## src/rtl/multicycle_control_unit_pkg.sv

```systemverilog
// Shared encodings for the multicycle MIPS-subset control path: opcodes, FSM states,
// ALU operation codes and the PCSrc/RegDst select codes also used by the datapath selectors.
package multicycle_control_unit_pkg;

  localparam int OP_W    = 6;
  localparam int ALUOP_W = 3;

  typedef enum logic [2:0] {
    S_IF   = 3'b000,
    S_ID   = 3'b001,
    S_MEMA = 3'b010,
    S_MEM  = 3'b011,
    S_WBL  = 3'b100,
    S_BEQ  = 3'b101,
    S_EXE  = 3'b110,
    S_WB   = 3'b111
  } state_t;

  localparam logic [OP_W-1:0] OP_ADD  = 6'b000000;
  localparam logic [OP_W-1:0] OP_SUB  = 6'b000001;
  localparam logic [OP_W-1:0] OP_ADDI = 6'b000010;
  localparam logic [OP_W-1:0] OP_OR   = 6'b010000;
  localparam logic [OP_W-1:0] OP_AND  = 6'b010001;
  localparam logic [OP_W-1:0] OP_ORI  = 6'b010010;
  localparam logic [OP_W-1:0] OP_SLL  = 6'b011000;
  localparam logic [OP_W-1:0] OP_SLT  = 6'b100111;
  localparam logic [OP_W-1:0] OP_SW   = 6'b110000;
  localparam logic [OP_W-1:0] OP_LW   = 6'b110001;
  localparam logic [OP_W-1:0] OP_BEQ  = 6'b110100;
  localparam logic [OP_W-1:0] OP_J    = 6'b111000;
  localparam logic [OP_W-1:0] OP_JR   = 6'b111001;
  localparam logic [OP_W-1:0] OP_JAL  = 6'b111010;
  localparam logic [OP_W-1:0] OP_HALT = 6'b111111;

  localparam logic [ALUOP_W-1:0] ALU_ADD = 3'b000;
  localparam logic [ALUOP_W-1:0] ALU_SUB = 3'b001;
  localparam logic [ALUOP_W-1:0] ALU_SLL = 3'b010;
  localparam logic [ALUOP_W-1:0] ALU_OR  = 3'b011;
  localparam logic [ALUOP_W-1:0] ALU_AND = 3'b100;
  localparam logic [ALUOP_W-1:0] ALU_SLT = 3'b101;

  localparam logic [1:0] PC_NEXT   = 2'b00;
  localparam logic [1:0] PC_BRANCH = 2'b01;
  localparam logic [1:0] PC_REG    = 2'b10;
  localparam logic [1:0] PC_JUMP   = 2'b11;

  localparam logic [1:0] RD_RA = 2'b00;
  localparam logic [1:0] RD_RT = 2'b01;
  localparam logic [1:0] RD_RD = 2'b10;

  typedef struct packed {
    logic               pc_wre;
    logic               ins_mem_rw;
    logic               ir_wre;
    logic               ext_sel;
    logic               alu_src_a;
    logic               alu_src_b;
    logic [ALUOP_W-1:0] alu_op;
    logic               reg_wre;
    logic [1:0]         reg_dst;
    logic               wr_reg_d_src;
    logic               db_data_src;
    logic               m_rd;
    logic               m_wr;
    logic [1:0]         pc_src;
  } ctrl_t;

  function automatic logic is_legal(input logic [OP_W-1:0] op);
    case (op)
      OP_ADD, OP_SUB, OP_ADDI, OP_OR, OP_AND, OP_ORI, OP_SLL, OP_SLT,
      OP_SW, OP_LW, OP_BEQ, OP_J, OP_JR, OP_JAL, OP_HALT: return 1'b1;
      default: return 1'b0;
    endcase
  endfunction

  function automatic logic [ALUOP_W-1:0] alu_op_of(input logic [OP_W-1:0] op);
    case (op)
      OP_SUB:        return ALU_SUB;
      OP_OR, OP_ORI: return ALU_OR;
      OP_AND:        return ALU_AND;
      OP_SLL:        return ALU_SLL;
      OP_SLT:        return ALU_SLT;
      default:       return ALU_ADD;
    endcase
  endfunction

endpackage

```

## src/rtl/multicycle_control_unit_if.sv

```systemverilog
// Control bundle between the control unit (master) and the datapath (slave):
// opcode/zero flag into the controller, state plus every enable and select out.
interface multicycle_control_unit_if;
  import multicycle_control_unit_pkg::*;

  logic [OP_W-1:0]    Opcode;
  logic               Zero;
  logic [2:0]         State;
  logic               PCWre;
  logic               InsMemRW;
  logic               IRWre;
  logic               ExtSel;
  logic               ALUSrcA;
  logic               ALUSrcB;
  logic [ALUOP_W-1:0] ALUOp;
  logic               RegWre;
  logic [1:0]         RegDst;
  logic               WrRegDSrc;
  logic               DBDataSrc;
  logic               mRD;
  logic               mWR;
  logic [1:0]         PCSrc;

  modport master (
    input  Opcode, Zero,
    output State, PCWre, InsMemRW, IRWre, ExtSel, ALUSrcA, ALUSrcB, ALUOp,
           RegWre, RegDst, WrRegDSrc, DBDataSrc, mRD, mWR, PCSrc
  );

  modport slave (
    output Opcode, Zero,
    input  State, PCWre, InsMemRW, IRWre, ExtSel, ALUSrcA, ALUSrcB, ALUOp,
           RegWre, RegDst, WrRegDSrc, DBDataSrc, mRD, mWR, PCSrc
  );

endinterface

```

## src/rtl/multicycle_control_unit_control_decode.sv

```systemverilog
// Pure combinational map from FSM state, opcode and zero flag to the control vector.
// Controls are held across EXE/WB and MEMA/MEM/WBL so the unregistered selectors stay stable.
module multicycle_control_unit_control_decode
  import multicycle_control_unit_pkg::*;
(
  input  state_t          state,
  input  logic [OP_W-1:0] opcode,
  input  logic            zero,
  output ctrl_t           ctrl
);

  logic alu_imm;
  assign alu_imm = (opcode == OP_ADDI) || (opcode == OP_ORI);

  always_comb begin
    ctrl = '0;
    case (state)
      S_IF: begin
        ctrl.ins_mem_rw = 1'b1;
        ctrl.ir_wre     = 1'b1;
      end
      S_ID: begin
        case (opcode)
          OP_J: begin
            ctrl.pc_wre = 1'b1;
            ctrl.pc_src = PC_JUMP;
          end
          OP_JR: begin
            ctrl.pc_wre = 1'b1;
            ctrl.pc_src = PC_REG;
          end
          OP_JAL: begin
            ctrl.pc_wre       = 1'b1;
            ctrl.pc_src       = PC_JUMP;
            ctrl.reg_wre      = 1'b1;
            ctrl.reg_dst      = RD_RA;
            ctrl.wr_reg_d_src = 1'b0;
          end
          default: begin
            // Illegal opcodes retire here as a no-op that advances PC.
            if (!is_legal(opcode)) begin
              ctrl.pc_wre = 1'b1;
              ctrl.pc_src = PC_NEXT;
            end
          end
        endcase
      end
      S_EXE, S_WB: begin
        ctrl.alu_op    = alu_op_of(opcode);
        ctrl.alu_src_a = (opcode == OP_SLL);
        ctrl.alu_src_b = alu_imm;
        ctrl.ext_sel   = (opcode == OP_ADDI);
        if (state == S_WB) begin
          ctrl.reg_wre      = 1'b1;
          ctrl.wr_reg_d_src = 1'b1;
          ctrl.db_data_src  = 1'b0;
          ctrl.reg_dst      = alu_imm ? RD_RT : RD_RD;
          ctrl.pc_wre       = 1'b1;
          ctrl.pc_src       = PC_NEXT;
        end
      end
      S_BEQ: begin
        ctrl.alu_op    = ALU_SUB;
        ctrl.alu_src_b = 1'b0;
        ctrl.ext_sel   = 1'b1;
        ctrl.pc_wre    = 1'b1;
        ctrl.pc_src    = zero ? PC_BRANCH : PC_NEXT;
      end
      S_MEMA, S_MEM, S_WBL: begin
        ctrl.alu_op    = ALU_ADD;
        ctrl.alu_src_b = 1'b1;
        ctrl.ext_sel   = 1'b1;
        if (state == S_MEM) begin
          if (opcode == OP_SW) begin
            ctrl.m_wr   = 1'b1;
            ctrl.pc_wre = 1'b1;
          end else if (opcode == OP_LW) begin
            ctrl.m_rd = 1'b1;
          end
        end
        if (state == S_WBL) begin
          ctrl.m_rd         = 1'b1;
          ctrl.db_data_src  = 1'b1;
          ctrl.reg_wre      = 1'b1;
          ctrl.reg_dst      = RD_RT;
          ctrl.wr_reg_d_src = 1'b1;
          ctrl.pc_wre       = 1'b1;
          ctrl.pc_src       = PC_NEXT;
        end
      end
      default: ctrl = '0;
    endcase
  end

endmodule

```

## src/rtl/multicycle_control_unit.sv

```systemverilog
// Moore control FSM sequencing IF/ID/EXE/MEM/WB; only the state register is stored,
// all controls are decoded from it each cycle.
module multicycle_control_unit
  import multicycle_control_unit_pkg::*;
(
  input logic                       CLK,
  input logic                       Reset,
  multicycle_control_unit_if.master bus
);

  state_t state;
  ctrl_t  ctrl;

  always_ff @(posedge CLK) begin
    if (Reset) begin
      state <= S_IF;
    end else begin
      case (state)
        S_IF: state <= S_ID;
        S_ID: begin
          case (bus.Opcode)
            OP_J, OP_JR, OP_JAL: state <= S_IF;
            OP_HALT:             state <= S_ID;
            OP_BEQ:              state <= S_BEQ;
            OP_LW, OP_SW:        state <= S_MEMA;
            default:             state <= is_legal(bus.Opcode) ? S_EXE : S_IF;
          endcase
        end
        S_EXE:  state <= S_WB;
        S_WB:   state <= S_IF;
        S_BEQ:  state <= S_IF;
        S_MEMA: state <= S_MEM;
        S_MEM:  state <= (bus.Opcode == OP_LW) ? S_WBL : S_IF;
        S_WBL:  state <= S_IF;
        default: state <= S_IF;
      endcase
    end
  end

  multicycle_control_unit_control_decode u_decode (
    .state  (state),
    .opcode (bus.Opcode),
    .zero   (bus.Zero),
    .ctrl   (ctrl)
  );

  assign bus.State     = state;
  assign bus.InsMemRW  = ctrl.ins_mem_rw;
  assign bus.IRWre     = ctrl.ir_wre;
  assign bus.ExtSel    = ctrl.ext_sel;
  assign bus.ALUSrcA   = ctrl.alu_src_a;
  assign bus.ALUSrcB   = ctrl.alu_src_b;
  assign bus.ALUOp     = ctrl.alu_op;
  assign bus.RegDst    = ctrl.reg_dst;
  assign bus.WrRegDSrc = ctrl.wr_reg_d_src;
  assign bus.DBDataSrc = ctrl.db_data_src;
  assign bus.mRD       = ctrl.m_rd;
  assign bus.PCSrc     = ctrl.pc_src;

  // Architectural writes are suppressed while Reset is sampled so an aborted instruction leaves no trace.
  assign bus.PCWre  = ctrl.pc_wre  & ~Reset;
  assign bus.RegWre = ctrl.reg_wre & ~Reset;
  assign bus.mWR    = ctrl.m_wr    & ~Reset;

endmodule

```

## src/flat_wrapper.sv

```systemverilog
// flat-port wrapper written by rule: the top's interface ports become plain ports
module multicycle_control_unit_flat import multicycle_control_unit_pkg::*;
  (CLK, Reset, bus_Opcode, bus_Zero, bus_State, bus_PCWre, bus_InsMemRW, bus_IRWre, bus_ExtSel, bus_ALUSrcA, bus_ALUSrcB, bus_ALUOp, bus_RegWre, bus_RegDst, bus_WrRegDSrc, bus_DBDataSrc, bus_mRD, bus_mWR, bus_PCSrc);
  multicycle_control_unit_if bus_i ();
  input logic CLK;
  input logic Reset;
  input wire logic [$bits(bus_i.Opcode)-1:0] bus_Opcode;
  input wire logic [$bits(bus_i.Zero)-1:0] bus_Zero;
  output wire logic [$bits(bus_i.State)-1:0] bus_State;
  output wire logic [$bits(bus_i.PCWre)-1:0] bus_PCWre;
  output wire logic [$bits(bus_i.InsMemRW)-1:0] bus_InsMemRW;
  output wire logic [$bits(bus_i.IRWre)-1:0] bus_IRWre;
  output wire logic [$bits(bus_i.ExtSel)-1:0] bus_ExtSel;
  output wire logic [$bits(bus_i.ALUSrcA)-1:0] bus_ALUSrcA;
  output wire logic [$bits(bus_i.ALUSrcB)-1:0] bus_ALUSrcB;
  output wire logic [$bits(bus_i.ALUOp)-1:0] bus_ALUOp;
  output wire logic [$bits(bus_i.RegWre)-1:0] bus_RegWre;
  output wire logic [$bits(bus_i.RegDst)-1:0] bus_RegDst;
  output wire logic [$bits(bus_i.WrRegDSrc)-1:0] bus_WrRegDSrc;
  output wire logic [$bits(bus_i.DBDataSrc)-1:0] bus_DBDataSrc;
  output wire logic [$bits(bus_i.mRD)-1:0] bus_mRD;
  output wire logic [$bits(bus_i.mWR)-1:0] bus_mWR;
  output wire logic [$bits(bus_i.PCSrc)-1:0] bus_PCSrc;
  assign bus_i.Opcode = bus_Opcode;
  assign bus_i.Zero = bus_Zero;
  assign bus_State = bus_i.State;
  assign bus_PCWre = bus_i.PCWre;
  assign bus_InsMemRW = bus_i.InsMemRW;
  assign bus_IRWre = bus_i.IRWre;
  assign bus_ExtSel = bus_i.ExtSel;
  assign bus_ALUSrcA = bus_i.ALUSrcA;
  assign bus_ALUSrcB = bus_i.ALUSrcB;
  assign bus_ALUOp = bus_i.ALUOp;
  assign bus_RegWre = bus_i.RegWre;
  assign bus_RegDst = bus_i.RegDst;
  assign bus_WrRegDSrc = bus_i.WrRegDSrc;
  assign bus_DBDataSrc = bus_i.DBDataSrc;
  assign bus_mRD = bus_i.mRD;
  assign bus_mWR = bus_i.mWR;
  assign bus_PCSrc = bus_i.PCSrc;
  multicycle_control_unit u_core (.CLK(CLK), .Reset(Reset), .bus(bus_i));
endmodule
```

## config.mk

```make
export PLATFORM = sky130hd
export DESIGN_NAME = multicycle_control_unit_flat
export DESIGN_NICKNAME = d
export VERILOG_FILES = /design/src/rtl/multicycle_control_unit_pkg.sv /design/src/rtl/multicycle_control_unit_if.sv /design/src/rtl/multicycle_control_unit_control_decode.sv /design/src/rtl/multicycle_control_unit.sv /design/src/flat_wrapper.sv
export SDC_FILE = /design/constraint.sdc
export NUM_CORES = 1
export LEC_CHECK = 0
export CORE_ASPECT_RATIO = 1.4
export CORE_UTILIZATION = 40
export CTS_CLUSTER_DIAMETER = 80
export DETAILED_ROUTE_END_ITERATION = 16
export PLACE_DENSITY_LB_ADDON = 0.12
export SLEW_MARGIN = 30
export SYNTH_ARGS = -nofsm -noshare
export SYNTH_HDL_FRONTEND = slang
export SYNTH_HIERARCHICAL = 1
export SYNTH_SLANG_ARGS = --single-unit
```

## constraint.sdc

```tcl
create_clock -name CLK -period 1.5 [get_ports CLK]
set_clock_uncertainty 0.05 [all_clocks]
set_input_delay 0.15 -clock CLK [delete_from_list [all_inputs] [get_ports CLK]]
set_output_delay 0.15 -clock CLK [all_outputs]
set_load 0.05 [all_outputs]
```

==> out/results.tsv, run 1 <==
stage	metric	value	unit
status	stop err	[ERROR DPL-0038] Utilization greater than 100%, impossible to legalize	
floorplanning	Die Span Y	52.6	um
clocking	number of clock sinks	3	
synthesis	Syn Area/Cell	6.47	um2
synthesis	number of standard cells after synthesis	113	
placement	number of buffer cells added on primary ports	29	
floorplanning	num rows	17	
clocking	CTS hold repair buffers	0	
placement	GP Congestion	0.925	
placement	Detailed Place HPWL	3.34	mm
clocking	clock buffer count from CTS	3	
synthesis	number of library cell types mapped by synthesis	43	
synthesis	number of synthesized flops with an enable pin	0	
floorplanning	width of the die	38.1	um
clocking	post-CTS sizing	62	
synthesis	netlist area before placement	731	um2
synthesis	number of warnings reported in the yosys synthesis log	6	
placement	post-placement cell count	185	
synthesis	most instantiated flip-flop cell in the synthesis netlist	dfxtp_1	
status	status	did not finish	
synthesis	total nets after synthesis	122	
synthesis	#FFs+latches synth	3	
synthesis	share of synthesized area occupied by flip-flops and latches	8.22	%
clocking	largest buffer count on any clock path	2	
clocking	number of buffers inserted to repair setup after CTS	5	
clocking	H-tree Lvls	1	
floorplanning	effective utilization at floorplan	44.6	%
floorplanning	number of primary I/O pins	30	
synthesis	fraction of registers with async set or reset after synthesis	0	%
clocking	master cell of the clock root buffer	clkbuf_4	
status	last step reached	clock tree synthesis	
## metrics by stage
stage	cell area [um2]	setup WS [ns]	TNS [ns]
3_3_place_gp	1600	-0.526	-7.10
2_1_floorplan	913	-0.359	-1.53
3_5_place_dp	1600	-0.764	-8.88
## cell usage after synthesis, drive strengths merged (2+ instances only)
cell	count	area [um2]
nor2	10	37.5
a21oi	9	45.0
buf	9	62.6
inv	9	33.8
nand2	8	30.0
nor3	8	50.1
nand3	7	35.0
o21ai	6	30.0
a31oi	4	25.0
nand2b	4	32.5
dfxtp	3	60.1
nor2b	3	18.8
nor3b	3	22.5
a31o	2	17.5
and2	2	12.5
nand4	2	12.5
nor4b	2	17.5
or3	2	12.5
xor2	2	17.5
## kinds of logic after synthesis
family                    count (synthesis)  synth area share (%)
buffers and inverters                    19                  13.9
DFF                                       3                  8.22
and+or+nand+nor                          58                  47.1
muxes                                     1                  2.05
AOI/OAI and AO/OA                        30                  26.4
xor gates and xnor gates                  2                  2.40
==> run 2: changes to the inputs <==
--- a/config.mk
+++ b/config.mk
@@ -5,11 +5,10 @@
 export SDC_FILE = /design/constraint.sdc
 export NUM_CORES = 1
 export LEC_CHECK = 0
-export CORE_ASPECT_RATIO = 1.4
-export CORE_UTILIZATION = 40
-export CTS_CLUSTER_DIAMETER = 80
+export CORE_AREA = 2 2 63 65
 export DETAILED_ROUTE_END_ITERATION = 16
-export PLACE_DENSITY_LB_ADDON = 0.12
+export DIE_AREA = 0 0 65 67
+export PLACE_DENSITY_LB_ADDON = 0.15
 export SLEW_MARGIN = 30
 export SYNTH_ARGS = -nofsm -noshare
 export SYNTH_HDL_FRONTEND = slang
==> out/results.tsv, run 2 <==
stage	metric	value	unit	change
layout	final non-filler cell area	1940	um2	
layout	commonest cells after routing, fill and taps aside	buf_4 (43), buf_12 (21), buf_6 (11), nor2_1 (8)		
synthesis	Post-Synth Simple-Gate Area	47.1	%	unchanged
clocking	clock buffer count from CTS	3		unchanged
layout	ratio of cells with drive above 1 in the final layout	63.8	%	
clocking	largest buffer count on any clock path	2		unchanged
clocking	number of clock sinks	3		unchanged
global_routing	global-route usage over all layers	14.8	%	
synthesis	most instantiated flip-flop cell in the synthesis netlist	dfxtp_1		
synthesis	most repeated cell in the gate-level netlist after synthesis	nor2_1		
timing	final cycle utilization of the critical path	111	%	
clocking	clock latency on the worst-skew pair	0.21	ns	
synthesis	share of synthesized area spent on multiplexers	2.05	%	unchanged
layout	filler instances	323		
routing	routed wire length	3.08	mm	
global_routing	wire length of the first global-routing pass	5.11	mm	
timing	PnR worst setup slack	-0.171	ns	
worst_setup_path	Critical Path Start Type	register		
global_routing	antenna violations before repair	0		
floorplanning	DIE AREA	4360	um2	
synthesis	main combinational cell family by area after synthesis	simple AND/OR/NAND/NOR gates		
floorplanning	width of the die	65	um	+71%
synthesis	Adder-Cell Fraction of Synth Area	0	%	unchanged
power	total power per unit cell area	437	nW/um2	
synthesis	area share of the largest cell type after synthesis	8.22	%	unchanged
worst_setup_path	endpoint class of the critical path	output port		
hold_path	type of the worst min-delay path	input pin to register		
synthesis	netlist area before placement	731	um2	unchanged
synthesis	most frequent cells after synthesis	nor2_1 (10), a21oi_1 (9), inv_1 (9)		
timing	fmax	0.598	GHz	
synthesis	share of synthesized area occupied by flip-flops and latches	8.22	%	unchanged
layout	utilization of the core after routing	53.9	%	
layout	Syn-to-layout area delta	166	%	
power	Clock power frac	27.0	%	
synthesis	largest cells by area after synthesis	dfxtp_1 (8.2%), a21oi_1 (6.2%), nor2_1 (5.1%), nand3_1 (4.8%), inv_1 (4.6%)		
synthesis	number of synthesized flops with an enable pin	0		unchanged
status	violated checks	negative setup slack		
power	leakage power total	0.769	nW	
power	share of total power in sequential cells	11.0	%	
timing	Worst-Margin Slew	0.484	ns	
routing	Remaining DRCs	0		
synthesis	number of standard cells after synthesis	113		unchanged
synthesis	cell type contributing the most total cell area after synthesis	dfxtp_1		
synthesis	Syn Area/Cell	6.47	um2	unchanged
floorplanning	effective utilization at floorplan	20.3	%	-24 points
hold_path	Hold Crit Depth	4		
layout	antenna cells	0		
routing	vias per cell	4.87		
clocking	clock tree from TritonCTS	done		
worst_setup_path	arrival time of the worst setup path	1.47	ns	
placement	GP Congestion	0.888		-4.0%
worst_setup_path	critical path class	register to output port		
worst_setup_path	Worst Reg2Reg Path Length in Cells	5		
power	Max rail drop VDD	255	uV	
routing	drt wl/cell	13.2	um	
global_routing	total gr overflow	0		
timing	unrepaired setup endpoints after global routing	yes		
clocking	H-tree Lvls	1		unchanged
power	Combinational Power Share	62.0	%	
floorplanning	num rows	22		+5
worst_setup_path	critical path data required time	1.30	ns	
power	switching power share of the total	37.8	%	
global_routing	maximum number of pins on one net before global-route repair	12		
status	status	finished, violations left		
floorplanning	Die Span Y	67	um	+27%
floorplanning	core region area	3610	um2	
layout	most common cell after layout, fill and taps aside	buf_4		
timing	endpoints failing setup	10		
synthesis	number of warnings reported in the yosys synthesis log	6		unchanged
floorplanning	number of primary I/O pins	30		unchanged
synthesis	Post-Synth XOR/XNOR Area	2.40	%	unchanged
job	max-capacitance violation count	0		
timing	count of final max-slew check failures	0		
routing	ANT nets after route	0		
global_routing	vias in the first global route	1165		
timing	final-report hold violation count	0		
power	switching pwr	321	uW	
synthesis	Synth Area in Compound Gates	26.4	%	unchanged
timing	final critical delay including setup and external delays	1.67	ns	
timing	Slew headroom	67.3	%	
synthesis	total nets after synthesis	122		unchanged
placement	number of buffer cells added on primary ports	29		unchanged
routing	DRT iter0 DRCs	20		
routing	total via count after detailed routing	1134		
clocking	clock transition at the registers of the reported paths	0.03	ns	
layout	flip-flop count of the largest register, all copies and words added	3		
placement	Detailed Place HPWL	2.34	mm	-30%
timing	setup tns final	-1.11	ns	
synthesis	#FFs+latches synth	3		unchanged
clocking	master cell of the clock root buffer	clkbuf_8		
routing	router iterations before antenna repair	4		
synthesis	fraction of registers with async set or reset after synthesis	0	%	unchanged
worst_setup_path	CP Max Fanout	8		
synthesis	number of library cell types mapped by synthesis	43		unchanged
layout	number of nets in the finished design	195		
power	internal power	528	uW	
placement	area of placed instances	1720	um2	+7.7%
-- run 2: per-layer routing --
layer	GRT usage, %	up-vias	part of all wire [%]
met4	5.05	0	2.6
met5	0	-	0
met3	2.53	11	4.7
met1	15.9	527	39
li1	-	560	-
met2	29.0	36	54
-- run 2: path summary, 6_finish.rpt --
path	to	slack, ns	from
worst max-delay path	bus_RegDst[0]	-0.17	u_core/bus.State[1]
worst min-delay path	u_core/bus.State[0]	0.37	bus_Opcode[2]
worst max register to register	u_core/bus.State[2]	0.13	u_core/bus.State[2]
worst min register to register	u_core/bus.State[0]	0.60	u_core/bus.State[0]
-- run 2: worst max-delay path, cell delays in order (launching register included) --
cell and delay, ns:
dfxtp_4 0.35, buf_4 0.19, nand2b_1 0.16, nand3_1 0.12
buf_4 0.16, a21oi_4 0.12, buf_12 0.15
-- run 2: final cells by class --
cell class / count / area (um2) / area share, %
flip-flops and latches: 3 / 71.3 / 3.67
repair buffers: 78 / 902 / 46.4
clock buffers: 4 / 45.0 / 2.32
inverters: 9 / 38.8 / 2.00
multi-input cells: 91 / 826 / 42.5
well taps: 48 / 60.1 / 3.09
-- run 2: power groups by stage --
stage          clock network [mW]  logic (mW)  registers [mW]
3_5_place_dp                    0       0.481          0.0930
6_report                    0.229       0.526          0.0935
5_1_grt                     0.246       0.554          0.0945
4_1_cts                     0.234       0.516          0.0934
3_3_place_gp                    0       0.474          0.0928
2_1_floorplan                   0       0.220           0.113
-- run 2: cells by family (layout without fill, tap and decap cells) --
group                  after synthesis  after routing
AND/OR/NAND/NOR                     58             58
AO/OA/AOI/OAI                       30             30
buffers and inverters               19             91
flip-flops                           3              3
XOR/XNOR                             2              2
multiplexers                         1              1
-- run 2: stage by stage --
step           power (mW)  worst slack, ns  hold slack (ns)  std cells
2_1_floorplan       0.333           -0.359            0.169        113
6_report            0.849           -0.171            0.371        233
4_1_cts             0.843           -0.164            0.405        234
5_1_grt             0.894           -0.234            0.371        233
3_5_place_dp        0.574           -0.640            0.577        224
3_3_place_gp        0.567           -0.676            0.570        224
-- run 2: timing repair --
item | 4_1_cts | 5_1_grt
endpoints found under the hold margin | 0 | 0
buffers inserted | 6 | 3
endpoints found under the setup margin | 18 | 18
hold buffers | 0 | 0
gates resized for setup | 48 | 12
pin swaps | 12 | 9
Power figures use the tool's default switching activity.
==> run 3: changes to the inputs <==
--- a/config.mk
+++ b/config.mk
@@ -14,3 +14,4 @@
 export SYNTH_HDL_FRONTEND = slang
 export SYNTH_HIERARCHICAL = 1
 export SYNTH_SLANG_ARGS = --single-unit
+export TNS_END_PERCENT = 30
==> out/results.tsv, run 3 (same netlist as run 2, synthesis figures left out) <==
stage	metric	value	unit	change
clocking	clock tree from TritonCTS	done		
power	total power per unit cell area	440	nW/um2	+0.71%
routing	ANT nets after route	0		unchanged
worst_setup_path	endpoint class of the critical path	output port		
power	Clock power frac	27.6	%	+0.6 points
clocking	H-tree Lvls	1		unchanged
timing	final-report hold violation count	0		unchanged
power	Combinational Power Share	61.0	%	-1.0 points
layout	filler instances	316		-2.2%
layout	register area	71.3	um2	unchanged
routing	DRT iter0 DRCs	50		+150%
worst_setup_path	cell repeated most along the worst path	buf_6		
placement	Detailed Place HPWL	2.43	mm	+3.7%
status	status	finished, violations left		
floorplanning	DIE AREA	4360	um2	unchanged
timing	count of final max-slew check failures	0		unchanged
global_routing	wire length of the first global-routing pass	5.20	mm	+1.9%
layout	Syn-to-layout area delta	164	%	
clocking	number of clock sinks	3		unchanged
global_routing	maximum number of pins on one net before global-route repair	11		-1
routing	Remaining DRCs	0		unchanged
job	max-capacitance violation count	0		unchanged
global_routing	global-route usage over all layers	15.2	%	+0.33 points
worst_setup_path	critical path data required time	1.30	ns	about the same
routing	vias per cell	4.79		-1.6%
clocking	master cell of the clock root buffer	clkbuf_8		
power	switching pwr	328	uW	+2.3%
routing	total via count after detailed routing	1111		-2.0%
timing	final cycle utilization of the critical path	110	%	-1.5 points
clocking	CTS hold repair buffers	0		unchanged
power	internal power	520	uW	-1.4%
hold_path	Hold Crit Depth	5		+1
power	leakage power total	0.766	nW	-0.36%
layout	antenna cells	0		unchanged
clocking	clock transition at the registers of the reported paths	0.03	ns	about the same
timing	final critical delay including setup and external delays	1.65	ns	-0.0231 ns
clocking	clock latency on the worst-skew pair	0.21	ns	about the same
placement	number of buffer cells added on primary ports	29		unchanged
floorplanning	Die Span Y	67	um	unchanged
worst_setup_path	Worst Path Buf+Inv	4		+1
power	Max rail drop VDD	216	uV	-15%
status	violated checks	negative setup slack		
routing	drt wl/cell	13.3	um	+0.56%
worst_setup_path	CP Max Fanout	5		-3
routing	routed wire length	3.08	mm	+0.13%
worst_setup_path	cell chain of the critical path	buf_6 -> buf_6 -> buf_4 -> xor2_2 -> nor3_2 -> o41ai_2 -> nor2b_4 -> buf_12		
floorplanning	number of primary I/O pins	30		unchanged
timing	endpoints failing setup	15		+5
global_routing	total gr overflow	0		unchanged
power	share of total power in sequential cells	11.3	%	+0.3 points
worst_setup_path	register-to-register setup slack	0.18	ns	+0.05 ns
worst_setup_path	family with the most delay on the worst path	buffers and inverters		
floorplanning	num rows	22		unchanged
timing	Slew headroom	75.6	%	+8.3 points
floorplanning	width of the die	65	um	unchanged
worst_setup_path	Worst Reg2Reg Path Length in Cells	5		unchanged
hold_path	Worst Hold End	u_core/bus.State[0]		
timing	PnR worst setup slack	-0.148	ns	+0.0231 ns
worst_setup_path	Critical Path Start Type	input pin		
timing	fmax	0.607	GHz	+1.4%
worst_setup_path	Critical R2R Launch	u_core/bus.State[2]		
layout	most common cell after layout, fill and taps aside	buf_4		
timing	setup tns final	-0.899	ns	+0.210 ns
clocking	clock buffer count from CTS	3		unchanged
floorplanning	effective utilization at floorplan	20.3	%	unchanged
timing	unrepaired setup endpoints after global routing	yes		
worst_setup_path	critical path's slowest cell	o41ai_2		
power	switching power share of the total	38.7	%	+0.88 points
worst_setup_path	Worst path max stage delay	0.38	ns	+0.03 ns
hold_path	Hold Crit Start	bus_Opcode[1]		
clocking	largest buffer count on any clock path	2		unchanged
timing	Worst-Margin Slew	0.361	ns	-0.122 ns
placement	GP Congestion	0.876		-1.4%
layout	ratio of cells with drive above 1 in the final layout	66.3	%	+2.5 points
layout	flip-flop count of the largest register, all copies and words added	3		unchanged
worst_setup_path	reg2reg end	u_core/bus.State[2]		
worst_setup_path	critical path class	input pin to output port		
placement	pre-CTS worst setup slack	-0.629	ns	+0.0116 ns
global_routing	antenna violations before repair	0		unchanged
hold_path	type of the worst min-delay path	input pin to register		
routing	router iterations before antenna repair	4		unchanged
global_routing	vias in the first global route	1123		-3.6%
layout	number of nets in the finished design	194		-0.51%
worst_setup_path	arrival time of the worst setup path	1.45	ns	-0.02 ns
floorplanning	core region area	3610	um2	unchanged
layout	commonest cells after routing, fill and taps aside	buf_4 (39), buf_12 (20), buf_6 (11), nor2_1 (7), nand2_1 (7)		
layout	footprint of the multi-input gates	842	um2	+2.0%
==> run 3: changes by cell type in the layout (fill, tap and decap cells not counted), sizes merged <==
| cell | before | now |
|---|---|---|
| clkbuf | 4 | 5 |
| buf | 76 | 74 |
==> run 3: repair_timing <==
action | in CTS | in global routing
endpoints found under the setup margin | 18 | 19
pin swaps | 13 | 8
gates resized for setup | 54 | 12
buffers inserted | 7 | 1
==> run 3: layer usage <==
layer	wire, um	track usage, %
met4	0	3.99
met3	64	0.676
met5	0	0
met1	1320	18.6
met2	1700	28.6
==> run 3: tightest hold or removal path: cells and delay by family <==
kind | cells | cell delay [ns]
buf+inv | 2 | 0.30
compound gates | 2 | 0.15
simple gates | 1 | 0.08
==> run 3: worst max-delay path by stage <==
stage	from	to	slack (ns)	depth (start not counted)
floorplan	u_core/bus.State[2]	bus_RegDst[0]	-0.36	5
global placement	bus_Opcode[1]	bus_PCWre	-0.57	7
detailed placement	bus_Opcode[1]	bus_PCWre	-0.63	7
CTS	u_core/bus.State[1]	bus_PCWre	-0.21	5
global route	u_core/bus.State[2]	bus_PCWre	-0.20	6
finish	bus_Opcode[3]	bus_PCWre	-0.15	8
==> run 3: through the flow <==
step           cells  power [mW]  cell area, um2  util [%]  hold slack (ns)
2_1_floorplan    113       0.328             883         -            0.171
3_3_place_gp     220       0.552            1650      45.8            0.597
3_5_place_dp     220       0.558            1650      45.8            0.601
4_1_cts          231       0.841            1880      52.1            0.480
5_1_grt          232       0.890            1930      53.5            0.518
6_report         232       0.849            1930      53.5            0.465
==> run 3: power by group through the flow <==
stage / sequential [mW] / clock [mW] / combinational [mW]
after floorplan: 0.114 / 0 / 0.215
after global placement: 0.0934 / 0 / 0.458
after detailed placement: 0.0935 / 0 / 0.464
after CTS: 0.0958 / 0.239 / 0.506
after global routing: 0.0975 / 0.245 / 0.548
final: 0.0961 / 0.234 / 0.518
==> run 3: area by class of cell <==
type | count | area share (%)
repair buffers | 77 | 45.2
inverters | 9 | 2.01
flip-flops and latches | 3 | 3.70
well taps | 48 | 3.11
clock buffers | 4 | 2.33
multi-input cells | 91 | 43.6
